**config.mk**
```make
export PLATFORM = sky130hd
export DESIGN_NAME = wb_stage
export DESIGN_NICKNAME = d
export VERILOG_FILES = /design/src/rtl/npc_wb_pkg.sv /design/src/rtl/load_extend.sv /design/src/rtl/wb_stage.sv
export SDC_FILE = /design/constraint.sdc
export NUM_CORES = 1
export LEC_CHECK = 0
export BUFFER_PORTS_ARGS = -buffer_cell sky130_fd_sc_hd__buf_2
export CORE_MARGIN = 10
export CORE_UTILIZATION = 52
export CTS_CLUSTER_SIZE = 12
export DETAILED_ROUTE_END_ITERATION = 12
export PLACE_DENSITY = 0.78
export SYNTH_ARGS = -nofsm -noshare
export SYNTH_HDL_FRONTEND = slang
export SYNTH_SLANG_ARGS = --single-unit
```
**constraint.sdc**
```tcl
create_clock -name clk -period 4.2 [get_ports clk]
set_clock_uncertainty 0.2 [all_clocks]
set_input_delay 0.21 -clock clk [delete_from_list [all_inputs] [get_ports clk]]
set_output_delay 0.21 -clock clk [all_outputs]
set_load 0.02 [all_outputs]
```
**src/rtl/npc_wb_pkg.sv**
```systemverilog
// Shared types and constants for the writeback stage.
package npc_wb_pkg;

  localparam int unsigned FMT_W = 3;
  localparam int unsigned OFF_W = 3;
  localparam int unsigned CNT_W = 64;

  // Writeback FSM: accept in IDLE, stall in WAIT_MEM until load data returns.
  typedef enum logic [0:0] {
    IDLE     = 1'b0,
    WAIT_MEM = 1'b1
  } wb_state_e;

  // Load funct3 encodings.
  localparam logic [FMT_W-1:0] FMT_LB  = 3'b000;
  localparam logic [FMT_W-1:0] FMT_LH  = 3'b001;
  localparam logic [FMT_W-1:0] FMT_LW  = 3'b010;
  localparam logic [FMT_W-1:0] FMT_LD  = 3'b011;
  localparam logic [FMT_W-1:0] FMT_LBU = 3'b100;
  localparam logic [FMT_W-1:0] FMT_LHU = 3'b101;
  localparam logic [FMT_W-1:0] FMT_LWU = 3'b110;
  localparam logic [FMT_W-1:0] FMT_BAD = 3'b111;

endpackage

```
**src/rtl/load_extend.sv**
```systemverilog
// Selects a load field at a byte offset within a memory word and extends it.
module load_extend
  import npc_wb_pkg::*;
#(
  parameter int unsigned DATA_WIDTH = 64
) (
  input  logic [FMT_W-1:0]      fmt_i,
  input  logic [OFF_W-1:0]      off_i,
  input  logic [DATA_WIDTH-1:0] rdata_i,
  output logic [DATA_WIDTH-1:0] ext_data_c,
  output logic                  bad_fmt_c
);

  logic [DATA_WIDTH-1:0] shifted;

  // Move the addressed byte to bit 0, then sign- or zero-extend the field.
  always_comb begin
    shifted    = rdata_i >> {off_i, 3'b000};
    ext_data_c = '0;
    bad_fmt_c  = 1'b0;
    case (fmt_i)
      FMT_LB:  ext_data_c = {{(DATA_WIDTH-8){shifted[7]}},   shifted[7:0]};
      FMT_LH:  ext_data_c = {{(DATA_WIDTH-16){shifted[15]}}, shifted[15:0]};
      FMT_LW:  ext_data_c = {{(DATA_WIDTH-32){shifted[31]}}, shifted[31:0]};
      FMT_LD:  ext_data_c = shifted;
      FMT_LBU: ext_data_c = {{(DATA_WIDTH-8){1'b0}},  shifted[7:0]};
      FMT_LHU: ext_data_c = {{(DATA_WIDTH-16){1'b0}}, shifted[15:0]};
      FMT_LWU: ext_data_c = {{(DATA_WIDTH-32){1'b0}}, shifted[31:0]};
      default: bad_fmt_c  = 1'b1;
    endcase
  end

endmodule

```
**src/rtl/wb_stage.sv**
```systemverilog
// Writeback stage: retires ALU results immediately, stalls loads until data returns.
module wb_stage
  import npc_wb_pkg::*;
#(
  parameter int unsigned DATA_WIDTH = 64,
  parameter int unsigned ADDR_WIDTH = 5
) (
  input  logic                  clk,
  input  logic                  rst_n,
  input  logic                  in_valid,
  output logic                  in_ready,
  input  logic [ADDR_WIDTH-1:0] in_rd,
  input  logic                  in_wen,
  input  logic                  in_is_load,
  input  logic [FMT_W-1:0]      in_load_fmt,
  input  logic [DATA_WIDTH-1:0] in_alu_result,
  input  logic                  mem_rvalid,
  input  logic [DATA_WIDTH-1:0] mem_rdata,
  output logic [ADDR_WIDTH-1:0] rd,
  output logic                  wen,
  output logic [DATA_WIDTH-1:0] reg_wdata,
  output logic                  commit,
  output logic [CNT_W-1:0]      retire_cnt,
  output logic                  proto_err
);

  wb_state_e             state_q, state_d;
  logic [ADDR_WIDTH-1:0] rd_q, rd_d;
  logic                  wen_q, wen_d;
  logic [DATA_WIDTH-1:0] wdata_q, wdata_d;
  logic                  commit_q, commit_d;
  logic [CNT_W-1:0]      cnt_q, cnt_d;
  logic                  err_q, err_d;
  logic [ADDR_WIDTH-1:0] ld_rd_q, ld_rd_d;
  logic                  ld_wen_q, ld_wen_d;
  logic [FMT_W-1:0]      ld_fmt_q, ld_fmt_d;
  logic [OFF_W-1:0]      ld_off_q, ld_off_d;

  logic [DATA_WIDTH-1:0] ext_data;
  logic                  bad_fmt;

  load_extend #(
    .DATA_WIDTH(DATA_WIDTH)
  ) u_load_extend (
    .fmt_i     (ld_fmt_q),
    .off_i     (ld_off_q),
    .rdata_i   (mem_rdata),
    .ext_data_c(ext_data),
    .bad_fmt_c (bad_fmt)
  );

  // State and output registers.
  always_ff @(posedge clk or negedge rst_n) begin
    if (!rst_n) begin
      state_q  <= IDLE;
      rd_q     <= '0;
      wen_q    <= 1'b0;
      wdata_q  <= '0;
      commit_q <= 1'b0;
      cnt_q    <= '0;
      err_q    <= 1'b0;
      ld_rd_q  <= '0;
      ld_wen_q <= 1'b0;
      ld_fmt_q <= '0;
      ld_off_q <= '0;
    end else begin
      state_q  <= state_d;
      rd_q     <= rd_d;
      wen_q    <= wen_d;
      wdata_q  <= wdata_d;
      commit_q <= commit_d;
      cnt_q    <= cnt_d;
      err_q    <= err_d;
      ld_rd_q  <= ld_rd_d;
      ld_wen_q <= ld_wen_d;
      ld_fmt_q <= ld_fmt_d;
      ld_off_q <= ld_off_d;
    end
  end

  // Next-state and next-output logic; wen/commit pulse only after a completion.
  always_comb begin
    state_d  = state_q;
    rd_d     = rd_q;
    wen_d    = 1'b0;
    wdata_d  = wdata_q;
    commit_d = 1'b0;
    err_d    = err_q;
    ld_rd_d  = ld_rd_q;
    ld_wen_d = ld_wen_q;
    ld_fmt_d = ld_fmt_q;
    ld_off_d = ld_off_q;

    case (state_q)
      IDLE: begin
        // Load data with nothing outstanding is a protocol violation.
        if (mem_rvalid) begin
          err_d = 1'b1;
        end
        if (in_valid) begin
          if (in_is_load) begin
            ld_rd_d  = in_rd;
            ld_wen_d = in_wen;
            ld_fmt_d = in_load_fmt;
            ld_off_d = in_alu_result[OFF_W-1:0];
            state_d  = WAIT_MEM;
          end else begin
            rd_d     = in_rd;
            wen_d    = in_wen && (in_rd != '0);
            wdata_d  = in_alu_result;
            commit_d = 1'b1;
          end
        end
      end
      WAIT_MEM: begin
        if (mem_rvalid) begin
          rd_d     = ld_rd_q;
          commit_d = 1'b1;
          state_d  = IDLE;
          if (bad_fmt) begin
            wdata_d = '0;
            err_d   = 1'b1;
          end else begin
            wdata_d = ext_data;
            wen_d   = ld_wen_q && (ld_rd_q != '0);
          end
        end
      end
      default: state_d = IDLE;
    endcase

    cnt_d = cnt_q + CNT_W'(commit_d);
  end

  assign in_ready   = (state_q == IDLE);
  assign rd         = rd_q;
  assign wen        = wen_q;
  assign reg_wdata  = wdata_q;
  assign commit     = commit_q;
  assign retire_cnt = cnt_q;
  assign proto_err  = err_q;

endmodule

```
==> results.tsv <==
metric	value	unit
Worst Tran Pin Value	0.898	ns
area of placed instances	10300	um2
Tcrit/Tclk final	85.5	%
CTS root buffer	clkbuf_16	
core area	16600	um2
vias in the first global route	8858	
Final Hold Viols	1	
Initial Utilization	53.1	%
half-perimeter wire length after placement	22.5	mm
sequential area share after synthesis	42.2	%
total congestion overflow	0	
H-tree level count	4	
Resized Gates After CTS	0	
met1 Usage GRT	32.9	%
critical path class	reg -> reg	
max cap viols	0	
post-route cell area	11700	um2
Worst VDD drop	374	uV
Commonest cells post-synth	149 x dfrtp_1, 74 x a21oi_1, 70 x mux2i_1	
Final Critical Period	3.59	ns
CP required	4.37	ns
Syn. warnings	0	
mean post-synth cell area	9.79	um2
post-synth cell types	52	
worst-path maximum fanout	17	
FP Rows	47	
port buffer count	278	
Worst Hold Launch	in_alu_result[33]	
sequential cell area	3730	um2
gpl congestion	0.948	
RSZ-0062 raised after global routing	no	
DP Cell Count	1349	
crit path DAT	3.76	ns
syn nets	1047	
final slew viol count	0	
area of the multi-input gates	4760	um2
first-pass GRT wire length	49.0	mm
FILL cells	1303	
R2R depth	8	
reg2reg end	reg_wdata[56]	
Synth async-reset ratio	100	%
post-synthesis cell count	903	
final-stage net count	1368	
setup TNS	0	ns
Area Overhead vs Synth	32.6	%
Synth Flop Type	dfrtp_1	
pin count of the biggest net entering global routing	95	
Leak	5.67	nW
drt wl/cell	22.0	um
GRT Total Usage	27.6	%
Seq cells post-synth	149	
Hold Path Depth	4	
clk_lat worst skew	0.43	ns
r2r setup slk	0.61	ns
drt initial violations	665	
vias per cell	6.06	
Max transition margin	40.0	%
die width	150	um
Hold Crit Endpoint	reg_wdata[33]	
met3 Use GR	8.73	%
final wirelength	32.1	mm
status	complete, but fails checks	
initial antenna violation count	6	
CTS clk-pin slew, worst paths	0.07	ns
final setup margin	0.608	ns
Post-Syn Area	8840	um2
Num CTS Buffers	17	
upper clock frequency limit	278	MHz
reg-to-reg startpoint	ld_off_q[2]	
CP startpoint kind	flip-flop	
Die Ht	150	um
Post-Layout Cell Count	1462	
# DRC	0	
top post-synthesis cells by area	dfrtp_1 42%, mux2i_1 7.9%, a21oi_1 4.2%	
met2 Use GR	44.5	%
Post-synth EDFFs	0	
top-count cell post-synth	dfrtp_1	
failing checks	hold timing	
number of I/O pins	279	
via count	8853	
layout cells sized above 1	30.5	%
drt pass-1 iters	5	
top cell type's share of synthesized area	42.2	%
Power Density	479	nW/um2
Hold/Removal Path Class	in -> reg	
Longest Clk Path Bufs	2	
TritonCTS clock tree	built	
Synth area leader	dfrtp_1	
Die ar.	22600	um2
Setup Viol. Count Final	0	
WHS	-0.00642	ns
layer with the highest usage	met2	
crit end category	flip-flop	
DP Worst Slack	1.24	ns
clk sink count	149	
Post-DRT Antenna Nets	0	
==> worst max-delay path, cell delays in order, from the launching register on <==
cell,delay (ns)
dfrtp_1,0.56
nand4bb_1,0.26
buf_4,0.21
nand2b_1,0.29
nor2_1,0.51
a21oi_1,0.15
dlygate4sd3_1,0.60
a21oi_1,0.17
dlygate4sd3_1,0.58
==> how the worst max path moves through the flow <==
stage	cells after the start	start	end	slack [ns]
floorplan	13	state_q	retire_cnt[60]	1.01
detailed placement	9	state_q	retire_cnt[63]	1.24
CTS	8	ld_off_q[2]	reg_wdata[57]	0.74
global placement	9	state_q	retire_cnt[63]	1.34
global route	8	ld_off_q[2]	reg_wdata[62]	0.49
finish	8	ld_off_q[2]	reg_wdata[56]	0.61
==> stage by stage <==
stage	util (%)	total power, mW
detailed placement	62.0	3.90
CTS	70.3	5.58
global route	70.4	5.85
finish	70.4	5.61
global placement	62.0	3.86
floorplan	-	3.21
==> cell families (layout without fill, tap and decap cells) <==
group,Yosys count,in the layout,share of synthesized area (%)
AO/OA/AOI/OAI,239,239,17.1
AND/OR/NAND/NOR,267,267,15.9
other,0,5,0
buffers and inverters,79,413,3.98
multiplexers,105,105,14.4
XOR/XNOR,62,62,6.14
adder cells (fa/ha/maj),2,2,0.283
flip-flops,149,149,42.2
==> report_power, final <==
part / switching [mW] / internal (mW) / leakage (nW)
logic: 1.23 / 0.824 / 3.49
clock network: 0.701 / 0.904 / 0.298
registers: 0.243 / 1.71 / 1.88
total: 2.17 / 3.44 / 5.67
==> layout make-up <==
| cell class | count | share of cell area, % |
|---|---|---|
| Antenna cell | 5 | 0.107 |
| Clock buffer | 17 | 3.63 |
| Clock inverter | 15 | 1.64 |
| Inverter | 14 | 0.448 |
| Multi-Input combinational cell | 675 | 40.6 |
| Sequential cell | 149 | 31.8 |
| Tap cell | 220 | 2.35 |
| Timing Repair Buffer | 367 | 19.4 |
==> routing by layer <==
| metal | up-vias | part of all wire (%) | wire length, um |
|---|---|---|---|
| met5 | - | 0.034 | 11 |
| met4 | 2 | 4.4 | 1430 |
| met3 | 118 | 10 | 3370 |
| met2 | 505 | 47 | 15200 |
| met1 | 4235 | 38 | 12100 |
| li1 | 3993 | - | - |
==> repair_timing <==
action	CTS	global route
hold endpoints to repair	159	0
hold buffers	76	0
buffers inserted	0	0
==> cells in the final DEF (no fill, tap or decap), types with 3 or more instances in the layout <==
| master | instances |
|---|---|
| nor3_1 | 24 |
| diode_2 | 5 |
| or4_1 | 3 |
| xnor2_1 | 31 |
| nand2b_1 | 4 |
| o2bb2ai_1 | 7 |
| dfrtp_1 | 147 |
| nand2_1 | 61 |
| nor2_1 | 55 |
| a21o_1 | 25 |
| nor4_1 | 6 |
| o21ai_1 | 7 |
| inv_6 | 4 |
| a21oi_1 | 74 |
| o21ai_0 | 18 |
| xor2_1 | 31 |
| mux2_2 | 19 |
| inv_1 | 11 |
| buf_2 | 277 |
| and2_1 | 3 |
| nor2b_1 | 29 |
| buf_4 | 12 |
| mux2i_1 | 70 |
| and3_1 | 21 |
| clkinv_4 | 4 |
| o22ai_1 | 55 |
| clkbuf_16 | 17 |
| dlygate4sd3_1 | 76 |
| o21a_1 | 3 |
| nand4_1 | 18 |
| o221ai_1 | 3 |
| and4_1 | 9 |
| a2bb2oi_1 | 15 |
| a31oi_1 | 14 |
| nand3_1 | 23 |
| nand3_2 | 3 |
| inv_2 | 3 |
| a211oi_1 | 9 |
| mux4_2 | 16 |
==> flip-flops by register name, indices dropped and copies added (netlist names) <==
name,flops
reg_wdata,64
retire_cnt,64
ld_rd_q,5
rd,5
ld_fmt_q,3
ld_off_q,3
commit,1
ld_wen_q,1
proto_err,1
state_q,1
wen,1
No activity file was read; power rests on OpenSTA's default activity.
